[config.mk]
export PLATFORM = sky130hd
export DESIGN_NAME = mul_arbiter
export DESIGN_NICKNAME = d
export VERILOG_FILES = /design/src/rtl/mul_arbiter.sv
export SDC_FILE = /design/constraint.sdc
export NUM_CORES = 1
export LEC_CHECK = 0
export BUFFER_PORTS_ARGS = -buffer_cell sky130_fd_sc_hd__clkbuf_2
export CORE_AREA = 2 2 154 156
export DETAILED_ROUTE_END_ITERATION = 7
export DIE_AREA = 0 0 156 158
export GPL_ROUTABILITY_DRIVEN = 0
export SKIP_LAST_GASP = 1
export SYNTH_ARGS = -nofsm -noshare
export SYNTH_HDL_FRONTEND = slang
export SYNTH_SLANG_ARGS = --single-unit
[constraint.sdc]
create_clock -name clk -period 1.79 [get_ports clk]
set_input_delay 0 -clock clk [delete_from_list [all_inputs] [get_ports clk]]
set_output_delay 0 -clock clk [all_outputs]
set_load 0.01 [all_outputs]
[src/rtl/mul_arbiter.sv]
// rtl/mul_arbiter.sv - two-requester arbiter in front of one shared streaming multiplier.
// Define MUL_ARBITER_RR_EN for round-robin grant on simultaneous requests; default is fixed priority to requester 0.
module mul_arbiter #(
    parameter int WIDTH = 32
) (
    input  logic               clk,
    input  logic               rst,
    input  logic               req0_val,
    output logic               req0_rdy,
    input  logic [WIDTH-1:0]   req0_a,
    input  logic [WIDTH-1:0]   req0_b,
    input  logic               req1_val,
    output logic               req1_rdy,
    input  logic [WIDTH-1:0]   req1_a,
    input  logic [WIDTH-1:0]   req1_b,
    output logic               resp0_val,
    input  logic               resp0_rdy,
    output logic [2*WIDTH-1:0] resp0_data,
    output logic               resp1_val,
    input  logic               resp1_rdy,
    output logic [2*WIDTH-1:0] resp1_data,
    output logic               mul_istream_val,
    input  logic               mul_istream_rdy,
    output logic [WIDTH-1:0]   mul_a,
    output logic [WIDTH-1:0]   mul_b,
    input  logic               mul_ostream_val,
    output logic               mul_ostream_rdy,
    input  logic [2*WIDTH-1:0] mul_result,
    output logic               busy
);

    typedef enum logic [1:0] {
        IDLE  = 2'd0,
        ISSUE = 2'd1,
        WAIT  = 2'd2,
        RESP  = 2'd3
    } state_t;

    state_t             r_state;
    logic               r_owner;
    logic [WIDTH-1:0]   r_a;
    logic [WIDTH-1:0]   r_b;
    logic [2*WIDTH-1:0] r_result;

    logic w_gnt0;
    logic w_gnt1;
    logic w_idle;
    logic w_resp_done;

`ifdef MUL_ARBITER_RR_EN
    // Holds the requester served last; starts at 1 so requester 0 wins the first tie.
    logic r_last;
    assign w_gnt0 = req0_val && (!req1_val || r_last);
`else
    assign w_gnt0 = req0_val;
`endif
    assign w_gnt1 = req1_val && !w_gnt0;

    // Reset gates the grant so nothing handshakes while the arbiter is held in reset.
    assign w_idle   = rst && (r_state == IDLE);
    assign req0_rdy = w_idle && w_gnt0;
    assign req1_rdy = w_idle && w_gnt1;

    assign mul_istream_val = (r_state == ISSUE);
    assign mul_ostream_rdy = (r_state == WAIT);
    assign mul_a           = r_a;
    assign mul_b           = r_b;
    assign busy            = (r_state != IDLE);

    assign resp0_val  = (r_state == RESP) && !r_owner;
    assign resp1_val  = (r_state == RESP) && r_owner;
    assign resp0_data = r_result;
    assign resp1_data = r_result;

    assign w_resp_done = (resp0_val && resp0_rdy) || (resp1_val && resp1_rdy);

    always_ff @(posedge clk or negedge rst) begin
        if (!rst) begin
            r_state  <= IDLE;
            r_owner  <= 1'b0;
            r_a      <= '0;
            r_b      <= '0;
            r_result <= '0;
`ifdef MUL_ARBITER_RR_EN
            r_last   <= 1'b1;
`endif
        end else begin
            case (r_state)
                IDLE: begin
                    if (req0_rdy || req1_rdy) begin
                        r_owner <= w_gnt1;
                        r_a     <= w_gnt1 ? req1_a : req0_a;
                        r_b     <= w_gnt1 ? req1_b : req0_b;
                        r_state <= ISSUE;
                    end
                end
                ISSUE: begin
                    if (mul_istream_rdy) begin
                        r_state <= WAIT;
                    end
                end
                WAIT: begin
                    if (mul_ostream_val) begin
                        r_result <= mul_result;
                        r_state  <= RESP;
                    end
                end
                RESP: begin
                    if (w_resp_done) begin
                        r_state <= IDLE;
`ifdef MUL_ARBITER_RR_EN
                        r_last  <= r_owner;
`endif
                    end
                end
                default: r_state <= IDLE;
            endcase
        end
    end

endmodule

==> flow_summary_export.csv <==
group,metric,value,unit
place,hpwl,13800,microns
timing,setup_viol,0,
worst_setup_path,slowest_stage,"a222oi_1",
cts,clock_latency,0.41,ns
logic_synthesis,synthArstFlopShare,100,%
global_routing,antenna_found_initial,0,
pwr,pwr-share-seq,35.5,%
hold_path,min_from,"mul_ostream_val",
finish,area_growth,74.9,%
logic_synthesis,synth_flop_cell,"dfrtp_1",
worst_setup_path,path_cells,"inv_1 > ha_1 > a222oi_1 > nand3_1 > mux2_1",
cts,clockBufferDepth,2,
floorplanning,die_y,158,microns
hold_path,hold_class,"in -> reg",
timing,clock.fmax,0.571,GHz
worst_setup_path,critPathCaptureType,"flop",
global_routing,overflow,0,
finish,fin_area,10500,sq um
drt,route.detailed.drc,0,
place,place_area,7960,sq um
pwr,ir_worst_vdd,587,uV
cts,cts_buffers,17,
drt,vias_per_cell,4.25,
timing,rsz0062_at_grt,"true",
pwr,switching_power,5890,uW
drt,drt.antenna.violating_nets,0,
drt,via_count,5750,
timing,tightest_slew,0.834,ns
global_routing,grt_pass1_vias,5782,
timing,slew_violations,0,
pwr,leakagePower,0.00562,uW
finish,drive_gt1_share,48.4,%
hold_path,whs_endpoint,"r_state[0]",
worst_setup_path,reg2reg_depth,5,
timing,slew_headroom,44.4,%
drt,dr.pass1.iters,6,
floorplanning,die_x,156,microns
drt,first_iter_violations,197,
pwr,intPower,9460,uW
logic_synthesis,synth_edf_count,0,
global_routing,grt_pass1_wl,30700,microns
floorplanning,core_region_area,23100,sq um
cts,clkSinkCount,131,
cts,h-tree-depth,4,
drt,wire_per_inst,15.4,microns
worst_setup_path,r2r_end,"r_state[1]",
logic_synthesis,synth_top_area_cell,"dfrtp_1",
timing,min_period,1.75,ns
hold_path,min_delay_path_depth,5,
global_routing,grt_usage,16.1,%
floorplanning,start_util,26.0,%
logic_synthesis,synth_seq_cells,131,
worst_setup_path,critPathBufInv,1,
timing,finClkSkew,0.00872,ns
drt,wirelength,20800,microns
logic_synthesis,synth_cell_types,23,
worst_setup_path,cp-start-kind,"flop",
timing,fin_ws,0.0396,ns
logic_synthesis,synth_cells,506,
worst_setup_path,path_class,"reg -> reg",
pwr,p_comb_share,43.4,%
place,post-place-ws,0.0395,ns
timing,hold_violations,0,
pwr,switching_share,38.4,%
place,io_buffers,398,
worst_setup_path,max_stage_delay,0.41,ns
logic_synthesis,syn_avg_cell_area,11.9,sq um
timing,hold_slack,0.0638,ns
logic_synthesis,synth.area.top_cells,"dfrtp_1 55%, mux2_2 12%, mux2i_1 11%, buf_4 8.8%, nand2_1 4.2%",
logic_synthesis,synth-warning-count,0,
logic_synthesis,synth.most_common_cell,"dfrtp_1",
logic_synthesis,synthTopCellsByCount,"131 x dfrtp_1, 70 x buf_4, 67 x nand2_1, 64 x mux2_2, 64 x mux2i_1",
floorplanning,die-area,24600,sq um
worst_setup_path,r2r-start,"r_state[0]",
worst_setup_path,crit_family,"compound AO/OA/AOI/OAI gates",
worst_setup_path,cp_max_fo,4,
worst_setup_path,cp.arrival,2.04,ns
cts,cts-root-buf,"clkbuf_16",
cts,path_clk_slew,0.06,ns
finish,n_antenna_cell,0,
finish,fillCellCount,2080,
timing,fin_setup_tns,0,ns
logic_synthesis,syn-num-nets,710,
outcome,status,"completed",
pwr,clock_power_share,21.2,%
logic_synthesis,yosysTopAreaCellShare,54.6,%
floorplanning,num_rows,56,
cts,cts_tree,"built",
floorplanning,ioPinCount,399,
global_routing,grt_max_degree,63,
timing,fin_crit_sh,97.8,%
cts,post_cts_buffers,0,
logic_synthesis,syn_area,6000,sq um
worst_setup_path,rrSetupSlack,0.04,ns
finish,nets,1253,
worst_setup_path,required,2.08,ns
logic_synthesis,synth-seq-area-share,54.6,%
flow_run,maxCapViolCount,0,
finish,final_util,45.5,%
pwr,power_density,1460,nW/um^2
==> cells in the final DEF, fill, tap and decap left out <==
master         Yosys  final
a222oi_1           1      1
a31oi_1            1      1
a32oi_1            1      1
and2_1             1      1
and3_1             1      1
buf_12             0      6
buf_4             70     12
buf_6              0      1
clkbuf_1           7      1
clkbuf_16          0     17
clkbuf_2           0    397
clkbuf_8           0      1
clkinv_2           0      2
clkinv_4           0      3
clkinvlp_4         0      4
dfrtp_1          131    131
dlygate4sd3_1      0    199
ha_1               4      3
ha_2               0      1
inv_1              6      6
inv_6              0      4
mux2_1             1      1
mux2_2            64     64
mux2i_1           64     64
nand2_1           67     66
nand2_2            0      1
nand2b_1           2      1
nand2b_4           0      1
nand3_1            1      1
nor2_1             3      3
nor2b_1            1      1
o211ai_1           1      1
o21ai_0           16     16
o21ai_1           49     49
==> per-stage QoR <==
stage          power, uW  cells
3_5_place_dp       11700   1121
2_1_floorplan       9380    506
6_report           15300   1352
5_1_grt            16400   1352
4_1_cts            15500   1352
3_3_place_gp       11600   1121
==> what timing repair did <==
action / in CTS / in global routing
hold endpoints to repair: 261 / 0
endpoints found under the setup margin: 0 / 2
hold buffers: 199 / 0
gates resized for setup: 0 / 1
==> registers in the layout (all words and copies together) (netlist names) <==
name,count
resp0_data,64
mul_a,32
mul_b,32
r_state,2
r_owner,1
==> power by group through the flow <==
stage               Combinational (uW)  Sequential [uW]  Clock (uW)
global route                      7280             5630        3490
CTS                               6670             5430        3370
detailed placement                6270             5450           0
finish                            6660             5440        3250
floorplan                         3430             5940           0
global placement                  6200             5420           0
==> how the worst max path moves through the flow <==
| stage | start | to | slack, ns | cells past startpoint |
|---|---|---|---|---|
| 2_1_floorplan | r_state[0] | r_state[1] | 0.17 | 5 |
| 3_3_place_gp | r_state[0] | r_state[1] | 0.13 | 5 |
| 3_5_place_dp | r_state[0] | r_state[1] | 0.04 | 5 |
| 4_1_cts | r_state[0] | r_state[1] | 0.04 | 5 |
| 5_1_grt | r_state[0] | r_owner | -0.02 | 6 |
| 6_report | r_state[0] | r_state[1] | 0.04 | 5 |
==> routing by layer <==
| layer | GRT usage (%) | vias up | part of all wire (%) |
|---|---|---|---|
| li1 | - | 2747 | - |
| met1 | 17.5 | 2705 | 39 |
| met2 | 29.5 | 275 | 52 |
| met3 | 5.39 | 23 | 7.5 |
| met4 | 5.50 | 0 | 2.0 |
| met5 | 0 | - | 0 |
==> cell families (layout without fill, tap and decap cells) <==
group | count (synthesis) | after routing | synth area share, %
AO/OA/AOI/OAI | 69 | 69 | 5.96
adder cells (fa/ha/maj) | 4 | 4 | 0.834
buffers and inverters | 97 | 653 | 10.8
flip-flops | 131 | 131 | 54.6
multiplexers | 129 | 129 | 22.9
AND/OR/NAND/NOR | 76 | 76 | 4.98
==> cell type report <==
type                       instances  area (sq um)  area share [%]
clock inverter                    13           101           0.965
sequential                       131          3280            31.2
clock buffer                      19           443            4.22
inverter                           6          22.5           0.214
multi-input combinational        278          2090            19.9
timing repair buffer             615          4200            40.0
tap                              290           363            3.46
==> worst reg2reg max path, stage by stage (launching register included) <==
cell      delay (ns)
dfrtp_1         0.38
inv_1           0.09
ha_1            0.26
a222oi_1        0.41
nand3_1         0.16
mux2_1          0.34
Power figures use the tool's default switching activity.
